## src/rtl/countdown_pkg.sv

```systemverilog
// Shared constants for countdown_scheduler: FSM state encoding, default
// geometry and the modulo-increment helper used for the round-robin pointer.
package countdown_pkg;

  localparam logic [1:0] ST_IDLE = 2'd0;
  localparam logic [1:0] ST_RUN  = 2'd1;
  localparam logic [1:0] ST_DONE = 2'd2;

  localparam int DEF_N_REQ    = 4;
  localparam int DEF_WIDTH    = 7;
  localparam int DEF_PRESCALE = 50;

  // Next requester index after v, wrapping at n.
  function automatic int wrap_inc(input int v, input int n);
    return (v + 1 >= n) ? 0 : v + 1;
  endfunction

endpackage

```

## src/rtl/countdown_scheduler_arbiter.sv

```systemverilog
// rr_arbiter: combinational round-robin pick of the first set request at or
// after ptr, wrapping modulo N_REQ; returns one-hot gnt and binary idx.
module rr_arbiter #(
  parameter int N_REQ = 4,
  parameter int PW    = 2
) (
  input  logic [N_REQ-1:0] req,
  input  logic [PW-1:0]    ptr,
  output logic [N_REQ-1:0] gnt,
  output logic [PW-1:0]    idx
);

  logic          found_s;
  logic [PW-1:0] cand_s;

  // Scan from ptr upward; the first request hit wins.
  always_comb begin
    gnt     = '0;
    idx     = '0;
    found_s = 1'b0;
    cand_s  = '0;
    for (int i = 0; i < N_REQ; i++) begin
      cand_s = PW'((int'(ptr) + i) % N_REQ);
      if (!found_s && req[cand_s]) begin
        found_s     = 1'b1;
        gnt[cand_s] = 1'b1;
        idx         = cand_s;
      end else begin
        found_s = found_s;
      end
    end
  end

endmodule

```

## src/rtl/countdown_scheduler.sv

```systemverilog
// countdown_scheduler: one shared down-counter granted round-robin to N_REQ
// requesters. Optional prescaler enabled by COUNTDOWN_SCHED_PRESCALE_EN.
module countdown_scheduler
  import countdown_pkg::*;
#(
  parameter int N_REQ    = DEF_N_REQ,
  parameter int WIDTH    = DEF_WIDTH,
  parameter int PRESCALE = DEF_PRESCALE
) (
  input  logic                     clk,
  input  logic                     reset,
  input  logic [N_REQ-1:0]         req,
  input  logic [N_REQ*WIDTH-1:0]   limit,
  output logic [N_REQ-1:0]         grant,
  output logic [N_REQ-1:0]         done,
  output logic                     busy,
  output logic [WIDTH-1:0]         count
);

  localparam int PW = $clog2(N_REQ);

  logic [1:0]       state_r;
  logic [PW-1:0]    ptr_r;
  logic [PW-1:0]    owner_r;
  logic [WIDTH-1:0] count_r;
  logic [N_REQ-1:0] grant_r;
  logic [N_REQ-1:0] done_r;
  logic             busy_r;
  logic [N_REQ-1:0] arb_gnt_s;
  logic [PW-1:0]    arb_idx_s;
  logic             step_s;
  logic [WIDTH-1:0] lim_s [N_REQ];

  for (genvar gi = 0; gi < N_REQ; gi++) begin : g_lim
    assign lim_s[gi] = limit[gi*WIDTH +: WIDTH];
  end

  rr_arbiter #(
    .N_REQ (N_REQ),
    .PW    (PW)
  ) u_arb (
    .req (req),
    .ptr (ptr_r),
    .gnt (arb_gnt_s),
    .idx (arb_idx_s)
  );

`ifdef COUNTDOWN_SCHED_PRESCALE_EN
  localparam int PSW = $clog2(PRESCALE);
  logic [PSW-1:0] pre_r;

  // Prescaler restarts whenever the counter is idle, so each grant sees a full period.
  always_ff @(posedge clk) begin
    if (reset) begin
      pre_r <= '0;
    end else if (state_r != ST_RUN) begin
      pre_r <= '0;
    end else if (pre_r == PSW'(PRESCALE - 1)) begin
      pre_r <= '0;
    end else begin
      pre_r <= pre_r + PSW'(1);
    end
  end

  assign step_s = (pre_r == PSW'(PRESCALE - 1));
`else
  assign step_s = 1'b1;
`endif

  // Scheduler FSM; abort takes priority over the zero check in RUN.
  always_ff @(posedge clk) begin
    if (reset) begin
      state_r <= ST_IDLE;
      ptr_r   <= '0;
      owner_r <= '0;
      count_r <= '0;
      grant_r <= '0;
      done_r  <= '0;
      busy_r  <= 1'b0;
    end else begin
      done_r <= '0;
      case (state_r)
        ST_IDLE: begin
          if (|req) begin
            owner_r <= arb_idx_s;
            count_r <= lim_s[arb_idx_s];
            grant_r <= arb_gnt_s;
            busy_r  <= 1'b1;
            state_r <= ST_RUN;
          end else begin
            state_r <= ST_IDLE;
          end
        end
        ST_RUN: begin
          if (!req[owner_r]) begin
            grant_r <= '0;
            busy_r  <= 1'b0;
            ptr_r   <= PW'(wrap_inc(int'(owner_r), N_REQ));
            state_r <= ST_IDLE;
          end else if (count_r == '0) begin
            done_r  <= grant_r;
            state_r <= ST_DONE;
          end else if (step_s) begin
            count_r <= count_r - WIDTH'(1);
          end else begin
            count_r <= count_r;
          end
        end
        ST_DONE: begin
          grant_r <= '0;
          busy_r  <= 1'b0;
          ptr_r   <= PW'(wrap_inc(int'(owner_r), N_REQ));
          state_r <= ST_IDLE;
        end
        default: begin
          grant_r <= '0;
          busy_r  <= 1'b0;
          state_r <= ST_IDLE;
        end
      endcase
    end
  end

  assign grant = grant_r;
  assign done  = done_r;
  assign busy  = busy_r;
  assign count = count_r;

endmodule
```

## config.mk

```make
export PLATFORM = sky130hd
export DESIGN_NAME = countdown_scheduler
export DESIGN_NICKNAME = d
export VERILOG_FILES = /design/src/rtl/countdown_pkg.sv /design/src/rtl/countdown_scheduler_arbiter.sv /design/src/rtl/countdown_scheduler.sv
export SDC_FILE = /design/constraint.sdc
export NUM_CORES = 1
export LEC_CHECK = 0
export CORE_ASPECT_RATIO = 0.9
export CORE_UTILIZATION = 56
export DETAILED_ROUTE_END_ITERATION = 16
export DONT_BUFFER_PORTS = 1
export PLACE_DENSITY = 0.78
export SLEW_MARGIN = 20
export SYNTH_ARGS = -nofsm -noshare
export SYNTH_HDL_FRONTEND = slang
export SYNTH_SLANG_ARGS = --single-unit
export TNS_END_PERCENT = 1
```

## constraint.sdc

```tcl
create_clock -name clk -period 4.1 [get_ports clk]
set_clock_uncertainty 0.05 [all_clocks]
set_input_delay 0.82 -clock clk [delete_from_list [all_inputs] [get_ports clk]]
set_output_delay 0.82 -clock clk [all_outputs]
set_load 0.005 [all_outputs]
```

== After elaboration in Yosys (flattened, before gate mapping) ==
Cells that the tools add are included.
Storage, ports and cells
  bits in registers: 22
  output and inout port bits: 16
  logic and storage cells: 106
Operators by class
  $add $sub $neg: 5
  order comparisons: 11
  eq/ne operators: 7
  muxes and demuxes: 49
  bitwise operators: 7
  reductions and logical operators: 20
Operators by type and width (count)
  7-bit two-way mux: 5
  4-bit two-way mux: 6
  2-bit two-way mux: 8
  2-bit by 3-bit < comparator with 1-bit output (second input constant): 5
  1-bit two-way mux: 15
  7-bit binary-select mux with 2-bit select: 1
  7-bit case mux with 2 select lines: 1
  4-bit OR: 3
  1-bit binary-select mux with 2-bit select: 5
  1-bit demux with 2-bit select: 4
  2-bit by 1-bit greater-or-equal comparator with 1-bit output (second input constant): 4
  2-bit != test (second input constant): 4
  2-bit case mux with 2 select lines: 2
  4-bit case mux with 2 select lines: 1
  4-bit OR reduction: 2
  1-bit logical AND: 7
  7-bit zero test: 1
  7-bit by 1-bit subtractor with 7-bit output (second input constant): 1
  3-bit greater-or-equal comparator (second input constant): 2
  2-bit AND reduction: 3
  2-bit adder (second input constant): 2
  4-bit AND reduction: 1
  2-bit nonzero test: 2
  2-bit by 1-bit adder with 3-bit output (second input constant): 1
  9 further kinds: 13

== Depth between registers and ports, before layout ==
Gate-level depths: netlist of the first run.
  depth in word-level cells: 18
  mapped depth: 11

== Hierarchy ==
From an unflattened synthesis of the first run, not the netlist that was laid out.
Second synthesis, totals
  cells, all modules: 205
  area total of the unflattened synthesis: 1786.7 um2
Modules (own cells, without submodules)
  countdown_scheduler: instances 1, cells an instance 140, area each 1297.5 um2, seq. area each 440.4 um2
  rr_arbiter: instances 1, cells an instance 65, area each 489.2 um2, seq. area each 0.0 um2

== Worst setup path before layout of the first run ==
No wires, ideal clock.
  path type: flip-flop to flip-flop
  start: register ptr_r[0]
  end: register count_r[2], in the netlist count[2]
  data arrival time: 3037 ps
  data required time: 3934 ps
  path slack: 898 ps
  stages on the path, launching flop included: 12
  buffers on the path: 4
  clock period less this slack: 3202 ps
  cells stage by stage: dfxtp_1 -> buf_6 -> buf_2 -> inv_1 -> ha_1 -> mux4_2 -> buf_2 -> o211ai_4 -> and2_4 -> buf_6 -> mux4_2 -> a31o_1
On the way
  longest elaborated chain between the ends: 18
  elaborated cells on any way between the ends: 30
  classes of those cells: 3 x add/sub; 20 x mux; 1 x bitwise; 6 x reduce/logical
RTL lines
  start: declaration: RTL line countdown_scheduler.sv:23  | logic [PW-1:0] ptr_r;
  start signal: assignment: RTL line countdown_scheduler.sv:98  | ptr_r <= PW'(wrap_inc(int'(owner_r), N_REQ));
  start signal: assignment: RTL line countdown_scheduler.sv:112  | ptr_r <= PW'(wrap_inc(int'(owner_r), N_REQ));
  branches (longest 11 deep; another with 2-bit by 1-bit adder with 2-bit output)
  2-bit two-way mux *: RTL line countdown_scheduler_arbiter.sv:24  | if (!found_s && req[cand_s]) begin
  2-bit inverter with 3-bit output (not written as such) *: RTL line countdown_scheduler.sv:86  | count_r <= lim_s[arb_idx_s];
  7-bit binary-select mux with 2-bit select *: RTL line countdown_scheduler.sv:86
  7-bit two-way mux (not written as such) * (2 in a row): RTL line countdown_scheduler.sv:86
  7-bit two-way mux *: RTL line countdown_scheduler.sv:84  | if (|req) begin
  7-bit case mux with 2 select lines *: RTL line countdown_scheduler.sv:82  | case (state_r)
  end signal: assignment: RTL line countdown_scheduler.sv:86
  end signal: assignment: RTL line countdown_scheduler.sv:104  | count_r <= count_r - WIDTH'(1);
  end signal: assignment: RTL line countdown_scheduler.sv:106  | count_r <= count_r;
  end: declaration: RTL line countdown_scheduler.sv:25  | logic [WIDTH-1:0] count_r;
Mark *: on every way between the ends. The select of a mux whose other input is x is not followed.
A chain may end at the register's enable or synchronous reset.

== Worst setup path after layout of the first run ==
  start: register ptr_r[1]
  end: register count_r[2], in the netlist count[2]
The elaborated chain is that of the path after synthesis.

==> results of run 1 <==
-- per-stage QoR --
stage               std cells  area (um2)  hold slack (ns)  total power [mW]
global route              243        1844           0.4839             1.286
floorplan                 205        1790           0.3888            0.8990
finish                    243        1844           0.4274             1.189
CTS                       243        1844           0.4276             1.181
detailed placement        239        1792           0.4106             1.022
global placement          239        1792           0.4051            0.9849
-- Yosys cell counts, types with 2 or more instances --
| library cell | n |
|---|---|
| a211oi_1 | 5 |
| o211ai_1 | 6 |
| o21ai_0 | 9 |
| a22o_1 | 3 |
| and2_1 | 4 |
| o21a_1 | 2 |
| buf_2 | 2 |
| a22oi_1 | 4 |
| inv_1 | 10 |
| nor4_1 | 5 |
| a21oi_1 | 13 |
| a21boi_0 | 3 |
| o31ai_1 | 2 |
| nand2b_1 | 4 |
| dfxtp_1 | 22 |
| mux2i_1 | 10 |
| mux4_2 | 6 |
| a2111oi_0 | 3 |
| a211o_1 | 2 |
| or3_1 | 3 |
| a221oi_1 | 5 |
| a311o_1 | 3 |
| clkbuf_1 | 4 |
| nor2_1 | 18 |
| nor2b_4 | 2 |
| ha_1 | 11 |
| nand2_1 | 14 |
| nand3_1 | 6 |
| buf_6 | 3 |
| nor3_1 | 5 |
-- critical path, cell delays in order (launching register included) --
cell     delay, ns
dfxtp_1       0.55
inv_1         0.22
ha_1          0.38
mux4_2        0.49
nor4b_4       0.43
a21oi_1       0.11
nor2_1        0.33
mux4_2        0.37
a31o_1        0.23
-- state kept, by name, summed over array words and instances, names as in the netlist --
name / flops
owner_r: 2
busy: 1
count: 7
done: 4
grant: 4
ptr_r: 2
state_r: 2
-- layer usage --
| metal | up-vias | wire (um) | share of wire |
|---|---|---|---|
| li1 | 776 | - | - |
| met1 | 791 | 1763 | 0.40 |
| met2 | 48 | 2306 | 0.53 |
| met3 | 9 | 223 | 0.051 |
| met4 | 0 | 65 | 0.015 |
| met5 | - | 0 | 0 |
-- logic make-up after synthesis --
logic type               count (synthesis)  share of synthesized area
AND/OR/NAND/NOR                         70                     0.2145
buffers and inverters                   19                    0.05381
multiplexers                            17                     0.1377
flip-flops                              22                     0.2460
AO/OA/AOI/OAI                           66                     0.2711
adder cells (fa/ha/maj)                 11                    0.07687
-- report_power, final --
group / internal (mW) / switching (mW)
Sequential: 0.274 / 0.0778
Clock: 0.0988 / 0.0644
Combinational: 0.279 / 0.394
Total: 0.652 / 0.537
-- worst min path at each step --
stage | start | end | slack, ns | cells after the start
2_1_floorplan | busy | busy | 0.39 | 2
6_report | busy | busy | 0.43 | 2
3_5_place_dp | busy | busy | 0.41 | 2
4_1_cts | busy | busy | 0.43 | 2
3_3_place_gp | busy | busy | 0.41 | 2
5_1_grt | grant[0] | done[0] | 0.48 | 1
-- area by class of cell --
type / instances / area share
tap: 42 / 0.02849
multi-input combinational: 164 / 0.6798
timing repair buffer: 1 / 0.004071
clock buffer: 3 / 0.01221
sequential: 22 / 0.2388
clock inverter: 1 / 0.01628
inverter: 10 / 0.02035
==> summary.md, run 1 <==
| Metric | Value |
|---|---|
| Status | `complete, no violations` |
| DRC Markers | `0` |
| Endpoint class of the critical path | `flip-flop` |
| Flops & latches, synth | `22` |
| I/O Buffers | `0` |
| Register area | `440.4 um2` |
| Cts repair resizes | `0` |
| Warnings, synthesis | `0` |
| CP Launch Type | `flip-flop` |
| DIE WIDTH | `61.60 um` |
| Worst min-delay path class | `reg -> reg` |
| Post-route ant nets | `0` |
| Synth area leaders | `dfxtp_1, ha_1, mux4_2, mux2i_1, nor2_1` |
| Commonest non-fill, non-tap cell in the layout | `dfxtp_1` |
| Worst skew pair latency | `0.31 ns` |
| Asr flop ratio synth | `0` |
| R2R depth | `8` |
| Filler cells | `291` |
| Root Driver | `clkbuf_4` |
| ANT cells | `0` |
| Met2 Use GR | `0.5069` |
| Max-slew violations | `0` |
| Final Hold Viols | `0` |
| H-Tree Level Count | `1` |
| Critical Path Sink | `count[2]` |
| Placement Setup Slack | `0.8966 ns` |
| Initial Util | `0.5884` |
| Clock Sink Count | `22` |
| Final Setup Violations | `0` |
| Die Height | `55.64 um` |
| CTS hold repair buffers | `0` |
| P per Cell Area | `644.6 nW/um2` |
| Synth top area share | `0.2460` |
| Crit share post-route | `0.7921` |
| Post-synth EDFFs | `0` |
| P&R area growth vs syn | `3.005%` |
| Peak VDD IR | `0.0002371 V` |
| CTS tree | `yes` |
| GRT Total Usage | `0.2812` |
| CTS max path bufs | `2` |
| Postcts setup bufs | `0` |
| CP required | `4.26 ns` |
| Site Rows | `19` |
| WS Path Type | `reg -> reg` |
| Final Net Count | `247` |
| Io pins | `50` |
| Vias | `1624` |
| Worst Tran Pin Value | `0.7908 ns` |
| Pin count of the biggest net entering global routing | `19` |
| Share of cells above drive strength 1 | `0.1045` |
| Static leakage | `0.6815 nW` |
| Via density | `6.683` |
| Grt ovf | `0` |
| Sequential area share after synthesis | `0.2460` |
| Drt first pass iters | `4` |
| Number of global-route vias before repair | `1580` |
| Ys flop type | `dfxtp_1` |
| Reg2reg setup slack | `0.85 ns` |
| Worst slew margin | `0.4687` |
| Synth Area per Inst | `8.734 um2` |
| Crit path max fanout | `13` |
| Max Clk Rate | `307.9 MHz` |
| R2r startpoint | `ptr_r[1]` |
| Yosys cell types | `46` |
| Core Util, Final | `0.6061` |
| Syn_nets | `250` |
| Placer Congestion | `0.8622` |
| Multi-input logic area | `1254 um2` |
| Area leader, netlist | `dfxtp_1` |
| Grt met3 use | `0.03256` |
| Tmin final | `3.248 ns` |
| Commonest non-fill, non-tap cells in the layout | `dfxtp_1, nor2_1, nand2_1` |
| Max Cap Violations | `0` |
| GR Layer Usage met1 | `0.3383` |
| Total CTS buffers | `3` |
| Final WL | `4.358 mm` |
| First-pass GRT wire length | `7.279 mm` |
| Gr busiest metal | `met2` |
| Crit path DAT | `3.41 ns` |
| DR WL/cell | `17.93 um` |
| Clock transition at the registers of the reported paths | `0.12 ns` |
| Initial antenna violation count | `0` |
| Reg-to-reg endpoint | `count[2]` |
| Core Box Area | `3043 um2` |
| Crit path launch | `ptr_r[1]` |
| Post-DP HPWL | `3.552 mm` |
| Starting DRT DRC Count | `89` |
| Setup TNS | `0 ns` |
| Syn Std Cell Area | `1790 um2` |
| Synthesized instance count | `205` |
| Full die area | `3427 um2` |
| RSZ-0062 raised after global routing | `no` |
| Setup WS post-layout | `0.8523 ns` |
Note: power is estimated with default switching activity, not from simulation.
==> run 2, diff against run 1 <==
Settings changed: PLACE_DENSITY 0.78 to 0.81.
Clock period 4.1 ns to 2.7 ns, I/O delays scaled along.
==> run 2 against run 1 <==
Non-clock buffer count up 11. Clock power up 53%. Die area unchanged. Global-route usage down 1.9 points. Combinational power up 66%. Total power up 61%. First-iteration DRC count up 42%. Wire length up 2.7%. Sequential share of layout area down 1.3 points. Flip-flop and latch count unchanged. Register-to-register slack worse by 0.75 ns.
==> summary.md, run 2 (same netlist as run 1, synthesis figures left out) <==
| Metric | Value |
|---|---|
| Placement Setup Slack | `0.002488 ns (-0.8941 ns)` |
| WS Path Type | `reg -> reg` |
| Cell Area, Placed | `1897 um2 (+5.9%)` |
| Post-DP HPWL | `3.582 mm (+0.84%)` |
| First-pass GRT wire length | `6.879 mm (-5.5%)` |
| Final Net Count | `258 (+4.5%)` |
| Pin count of the biggest net entering global routing | `15 (-4)` |
| CTS tree | `yes` |
| Post-route ant nets | `0 (unchanged)` |
| DRC Markers | `0 (unchanged)` |
| Root Driver | `clkbuf_4` |
| Grt met3 use | `0.03721 (+0.004651)` |
| RSZ-0062 raised after global routing | `no` |
| Site Rows | `19 (unchanged)` |
| Initial Util | `0.5884 (unchanged)` |
| Worst slew margin | `0.5817 (+0.1130)` |
| Crit path DAT | `2.76 ns (-0.65 ns)` |
| Core Box Area | `3043 um2 (unchanged)` |
| Clock Sink Count | `22 (unchanged)` |
| CTS hold repair buffers | `0 (unchanged)` |
| H-Tree Level Count | `1 (unchanged)` |
| Commonest non-fill, non-tap cell in the layout | `dfxtp_1` |
| Peak per-stage delay on the critical path | `0.52 ns (-0.03 ns)` |
| Commonest non-fill, non-tap cells in the layout | `dfxtp_1, nor2_1, nand2_1` |
| Worst skew pair latency | `0.30 ns (about the same)` |
| Starting DRT DRC Count | `126 (+42%)` |
| Core Util, Final | `0.6513 (+0.04523)` |
| GR Layer Usage met1 | `0.3259 (-0.01241)` |
| Crit share post-route | `0.9604 (+0.1683)` |
| Number of global-route vias before repair | `1537 (-2.7%)` |
| CP Launch Type | `flip-flop` |
| Critical path's slowest cell | `mux4_2` |
| I/O Buffers | `0 (unchanged)` |
| Initial antenna violation count | `0 (unchanged)` |
| Static leakage | `0.7423 nW (+8.9%)` |
| Status | `complete, no violations` |
| Crit path launch | `ptr_r[1]` |
| Tmin final | `2.593 ns (-0.6546 ns)` |
| CTS max path bufs | `2 (unchanged)` |
| Critical path cell sequence | `inv_1 > ha_4 > mux4_2 > nor2b_4 > o211ai_4 > and2_4 > mux4_2 > a31o_1` |
| Drt first pass iters | `4 (unchanged)` |
| DR WL/cell | `17.61 um (-1.8%)` |
| Setup TNS | `0 ns (unchanged)` |
| P&R area growth vs syn | `10.69%` |
| GRT Total Usage | `0.2618 (-0.01944)` |
| Gr busiest metal | `met2` |
| Max Cap Violations | `0 (unchanged)` |
| Design Area, Final | `1982 um2 (+7.5%)` |
| Max Clk Rate | `385.6 MHz (+25%)` |
| HP Start | `reset` |
| CP required | `2.87 ns (-1.39 ns)` |
| P per Cell Area | `965.7 nW/um2 (+50%)` |
| R2r startpoint | `ptr_r[1]` |
| Vias | `1636 (+0.74%)` |
| Endpoint class of the critical path | `flip-flop` |
| Die Height | `55.64 um (unchanged)` |
| Share of cells above drive strength 1 | `0.1887 (+0.08420)` |
| DIE WIDTH | `61.60 um (unchanged)` |
| Worst min-delay path class | `in -> reg` |
| Grt ovf | `0 (unchanged)` |
| Final Setup Violations | `0 (unchanged)` |
| Filler cells | `272 (-6.5%)` |
| Clock transition at the registers of the reported paths | `0.13 ns (about the same)` |
| Reg2reg setup slack | `0.11 ns (-0.75 ns)` |
| Final Hold Viols | `0 (unchanged)` |
| Io pins | `50 (unchanged)` |
| Most common cell on crit path | `mux4_2` |
| Setup WS post-layout | `0.1069 ns (-0.7454 ns)` |
| Worst Tran Pin Value | `0.6100 ns (-0.1808 ns)` |
| Crit path max fanout | `10 (-3)` |
| Via density | `6.441 (-3.6%)` |
| Final WL | `4.474 mm (+2.7%)` |
| Max reg flops | `7 (unchanged)` |
| Placer Congestion | `0.9731 (+13%)` |
| Total CTS buffers | `3 (unchanged)` |
| Full die area | `3427 um2 (unchanged)` |
| Met2 Use GR | `0.4578 (-0.04916)` |
| Max-slew violations | `0 (unchanged)` |
| ANT cells | `0 (unchanged)` |
| Peak VDD IR | `0.0004199 V (+77%)` |
[run 2: cell types whose count changed in the layout (fill, tap and decap cells not counted), sizes merged]
cell  delta
buf     +11
[run 2: final cells by class]
type,instances,area (um2),share of cell area
Timing Repair Buffer,12,90.09,0.04545
Clock inverter,1,30.03,0.01515
Tap cell,42,52.55,0.02652
Multi-Input combinational cell,164,1294,0.6528
Clock buffer,3,22.52,0.01136
Sequential cell,22,447.9,0.2260
Inverter,10,45.04,0.02273
[run 2: power by group]
| group | switching, mW | internal (mW) |
|---|---|---|
| Sequential | 0.128 | 0.419 |
| Combinational | 0.622 | 0.496 |
| Clock | 0.0992 | 0.150 |
| Total | 0.849 | 1.06 |
[run 2: critical path, delay by kind of cell, from the launching register on]
family / cells / cell delay (ns)
AOI/OAI and AO/OA: 2 / 0.37
DFF: 1 / 0.43
muxes: 2 / 0.85
buffers and inverters: 1 / 0.09
adders and majority gates: 1 / 0.28
and+or+nand+nor: 2 / 0.43
[run 2: layer usage]
metal / share of wire / up-vias
met4: 0.018 / 0
met5: 0 / -
met3: 0.056 / 10
met2: 0.52 / 62
li1: - / 798
met1: 0.41 / 766
[run 2: what timing repair did]
item | CTS | global route
setup endpoints to repair | 1 | 6
pin swaps | 0 | 0
gates resized for setup | 1 | 8
buffers inserted | 0 | 0
[run 2: worst paths after layout]
path | to | depth (start not counted)
setup / recovery | count[2] | 8
setup reg to reg | count[2] | 8
hold / removal | ptr_r[1] | 1
hold reg to reg | busy | 2
[run 2: per-stage QoR]
step	instances	hold slack, ns	total power [mW]
finish	254	0.2414	1.914
global route	254	0.2252	2.042
CTS	254	0.2392	1.870
detailed placement	250	0.4282	1.623
global placement	250	0.4069	1.562
floorplan	205	0.3888	1.401
==> run 3, diff against run 2 <==
Settings changed: ABC_AREA set to 1.
==> run 3 against run 2 <==
Non-clock buffer count down 11. Global-route usage down 2.9 points. Flip-flop and latch count unchanged. Synthesized area up 1.2%. First-iteration DRC count up 0.79%. Largest cell class unchanged. Design area down 6.9%. Register-to-register slack better by 0.16 ns. Fmax up 6.4%. Core utilization down 5.0 points. Critical path depth up 6. Total power up 20%.
==> summary.md, run 3 <==
| Metric | Value |
|---|---|
| Total CTS buffers | `3 (unchanged)` |
| Synth area leaders | `dfxtp_1, nand2_1, nand3_1, ha_1, inv_1` |
| Final Setup Violations | `0 (unchanged)` |
| DIE WIDTH | `61.96 um (+0.58%)` |
| Setup WS post-layout | `0.2633 ns (+0.1565 ns)` |
| DR WL/cell | `12.30 um (-30%)` |
| Worst skew pair latency | `0.31 ns (about the same)` |
| Count leader, synth | `nand2_1` |
| Ys flop type | `dfxtp_1` |
| Initial Util | `0.5908 (+0.002375)` |
| Design Area, Final | `1844 um2 (-6.9%)` |
| Worst slew margin | `0.6744 (+0.09274)` |
| Starting DRT DRC Count | `127 (+0.79%)` |
| Syn Std Cell Area | `1812 um2 (+1.2%)` |
| Final Hold Viols | `0 (unchanged)` |
| Share of cells above drive strength 1 | `0.1168 (-0.07189)` |
| Commonest non-fill, non-tap cell in the layout | `nand2_1` |
| Synth top area share | `0.2431 (-0.002888)` |
| Commonest non-fill, non-tap cells in the layout | `nand2_1, inv_1, nand3_1` |
| CP Launch Type | `flip-flop` |
| I/O Buffers | `0 (unchanged)` |
| Post-DP HPWL | `3.077 mm (-14%)` |
| CTS max path bufs | `2 (unchanged)` |
| P per Cell Area | `1240 nW/um2 (+28%)` |
| Site Rows | `19 (unchanged)` |
| Peak VDD IR | `0.0006520 V (+55%)` |
| Cell Area, Placed | `1822 um2 (-4.0%)` |
| Area leader, netlist | `dfxtp_1` |
| Tmin final | `2.437 ns (-0.1565 ns)` |
| Setup TNS | `0 ns (unchanged)` |
| First-pass GRT wire length | `6.203 mm (-9.8%)` |
| Number of global-route vias before repair | `1432 (-6.8%)` |
| Clock Sink Count | `22 (unchanged)` |
| DRC Markers | `0 (unchanged)` |
| Yosys cell types | `32 (-30%)` |
| Worst Tran Pin Value | `0.4866 ns (-0.1235 ns)` |
| Max Clk Rate | `410.4 MHz (+6.4%)` |
| Crit path max fanout | `16 (+6)` |
| Status | `complete, no violations` |
| Root Driver | `clkbuf_4` |
| Filler cells | `302 (+11%)` |
| Synth Area per Inst | `6.564 um2 (-25%)` |
| Cts repair resizes | `0 (-1)` |
| Io pins | `50 (unchanged)` |
| Pin count of the biggest net entering global routing | `17 (+2)` |
| CTS tree | `yes` |
| Placer Congestion | `0.9328 (-4.1%)` |
| Die Height | `55.96 um (+0.58%)` |
| RSZ-0062 raised after global routing | `no` |
| Total Power | `2.288 mW (+20%)` |
| Post-route ant nets | `0 (unchanged)` |
| Final WL | `3.886 mm (-13%)` |
| H-Tree Level Count | `1 (unchanged)` |
| Syn_nets | `321 (+28%)` |
| Warnings, synthesis | `0 (unchanged)` |
| Crit path DAT | `2.64 ns (-0.12 ns)` |
| Clock transition at the registers of the reported paths | `0.12 ns (about the same)` |
| Initial antenna violation count | `0 (unchanged)` |
| Endpoint class of the critical path | `flip-flop` |
| P&R area growth vs syn | `1.796%` |
| Crit share post-route | `0.9025 (-0.05795)` |
| CTS hold repair buffers | `0 (unchanged)` |
| Drt first pass iters | `4 (unchanged)` |
| Flops & latches, synth | `22 (unchanged)` |
| Max-slew violations | `0 (unchanged)` |
| Full die area | `3467 um2 (+1.2%)` |
| Synthesized instance count | `276 (+35%)` |
| Post-synth EDFFs | `0 (unchanged)` |
| Max Cap Violations | `0 (unchanged)` |
| CP required | `2.90 ns (+0.03 ns)` |
| Core Box Area | `3067 um2 (+0.78%)` |
| Placement Setup Slack | `0.2854 ns (+0.2829 ns)` |
| ANT cells | `0 (unchanged)` |
| Worst min-delay path class | `in -> reg` |
| Sequential area share after synthesis | `0.2431 (-0.002888)` |
| Post-synth top cells | `nand2_1, inv_1, nand3_1` |
| GRT Total Usage | `0.2323 (-0.02943)` |
| Max reg flops | `7 (unchanged)` |
| Final Net Count | `321 (+24%)` |
| Via density | `5.456 (-15%)` |
| Postcts setup bufs | `0 (unchanged)` |
| Static leakage | `0.9130 nW (+23%)` |
| WS Path Type | `reg -> reg` |
| Asr flop ratio synth | `0 (unchanged)` |
| Vias | `1724 (+5.4%)` |
| Grt ovf | `0 (unchanged)` |
==> run 3: cell count changes after synthesis, moves of 5 or more <==
cell / previous run / this run
nor4_1: 5 / 0
a21oi_1: 13 / 23
nand3_1: 6 / 28
nand2_2: 0 / 5
a221oi_1: 5 / 0
mux2i_1: 10 / 0
nand3b_1: 0 / 8
a211oi_1: 5 / 0
o211ai_1: 6 / 0
nand2_1: 14 / 65
a21oi_2: 0 / 5
mux4_2: 6 / 0
inv_1: 10 / 36
==> run 3: final cells by class <==
cell class	instances	area, um2	share of cell area
Clock buffer	3	22.52	0.01221
Inverter	42	162.7	0.08820
Multi-Input combinational cell	206	1159	0.6282
Sequential cell	22	440.4	0.2388
Tap cell	42	52.55	0.02849
Timing Repair Buffer	1	7.507	0.004071
==> run 3: logic make-up (layout without fill, tap and decap cells) <==
family | count (synthesis) | in the layout | synth area share
DFF | 22 | 22 | 0.2431
xor gates and xnor gates | 1 | 1 | 0.004835
adders and majority gates | 11 | 11 | 0.07597
buffers and inverters | 48 | 46 | 0.1174
AOI/OAI and AO/OA | 50 | 50 | 0.1651
and+or+nand+nor | 144 | 144 | 0.3936
==> run 3: power breakdown <==
group / total [mW] / internal [mW] / switching (mW)
clock: 0.149 / 0.0522 / 0.0969
sequential: 0.529 / 0.423 / 0.106
combinational: 1.61 / 0.543 / 1.07
==> run 3: metrics by stage <==
stage	instances	hold WS [ns]	util
after floorplan	276	0.3965	-
after global placement	313	0.4166	0.5940
after detailed placement	313	0.4143	0.5940
after CTS	316	0.2105	0.6014
after global routing	316	0.2056	0.6014
final	316	0.2157	0.6014
==> run 3: final timing paths <==
kind	start	endpoint	slack (ns)	cells after the start
setup / recovery	ptr_r[1]	count[5]	0.26	14
hold / removal	reset	count[2]	0.22	1
setup reg to reg	ptr_r[1]	count[5]	0.26	14
hold reg to reg	grant[3]	done[3]	0.43	2
==> run 3: critical path, cell delays in order, from the launching register on <==
cell,delay (ns)
dfxtp_1,0.50
inv_2,0.13
ha_1,0.39
inv_1,0.09
nand3_2,0.11
nand2_4,0.09
a21oi_2,0.15
nand2_2,0.19
nand2_4,0.22
nand2_1,0.07
nand2_1,0.08
nand2_1,0.06
nand2_1,0.07
nand2_1,0.06
a21oi_1,0.13
==> run 3: metal layers <==
metal / GRT usage / routed length, um / part of all wire / vias to the layer above
li1: - / - / - / 904
met1: 0.3608 / 1854 / 0.48 / 736
met2: 0.3176 / 1625 / 0.42 / 80
met3: 0.04884 / 365 / 0.094 / 4
met4: 0.06349 / 41 / 0.011 / 0
met5: 0 / 0 / 0 / -
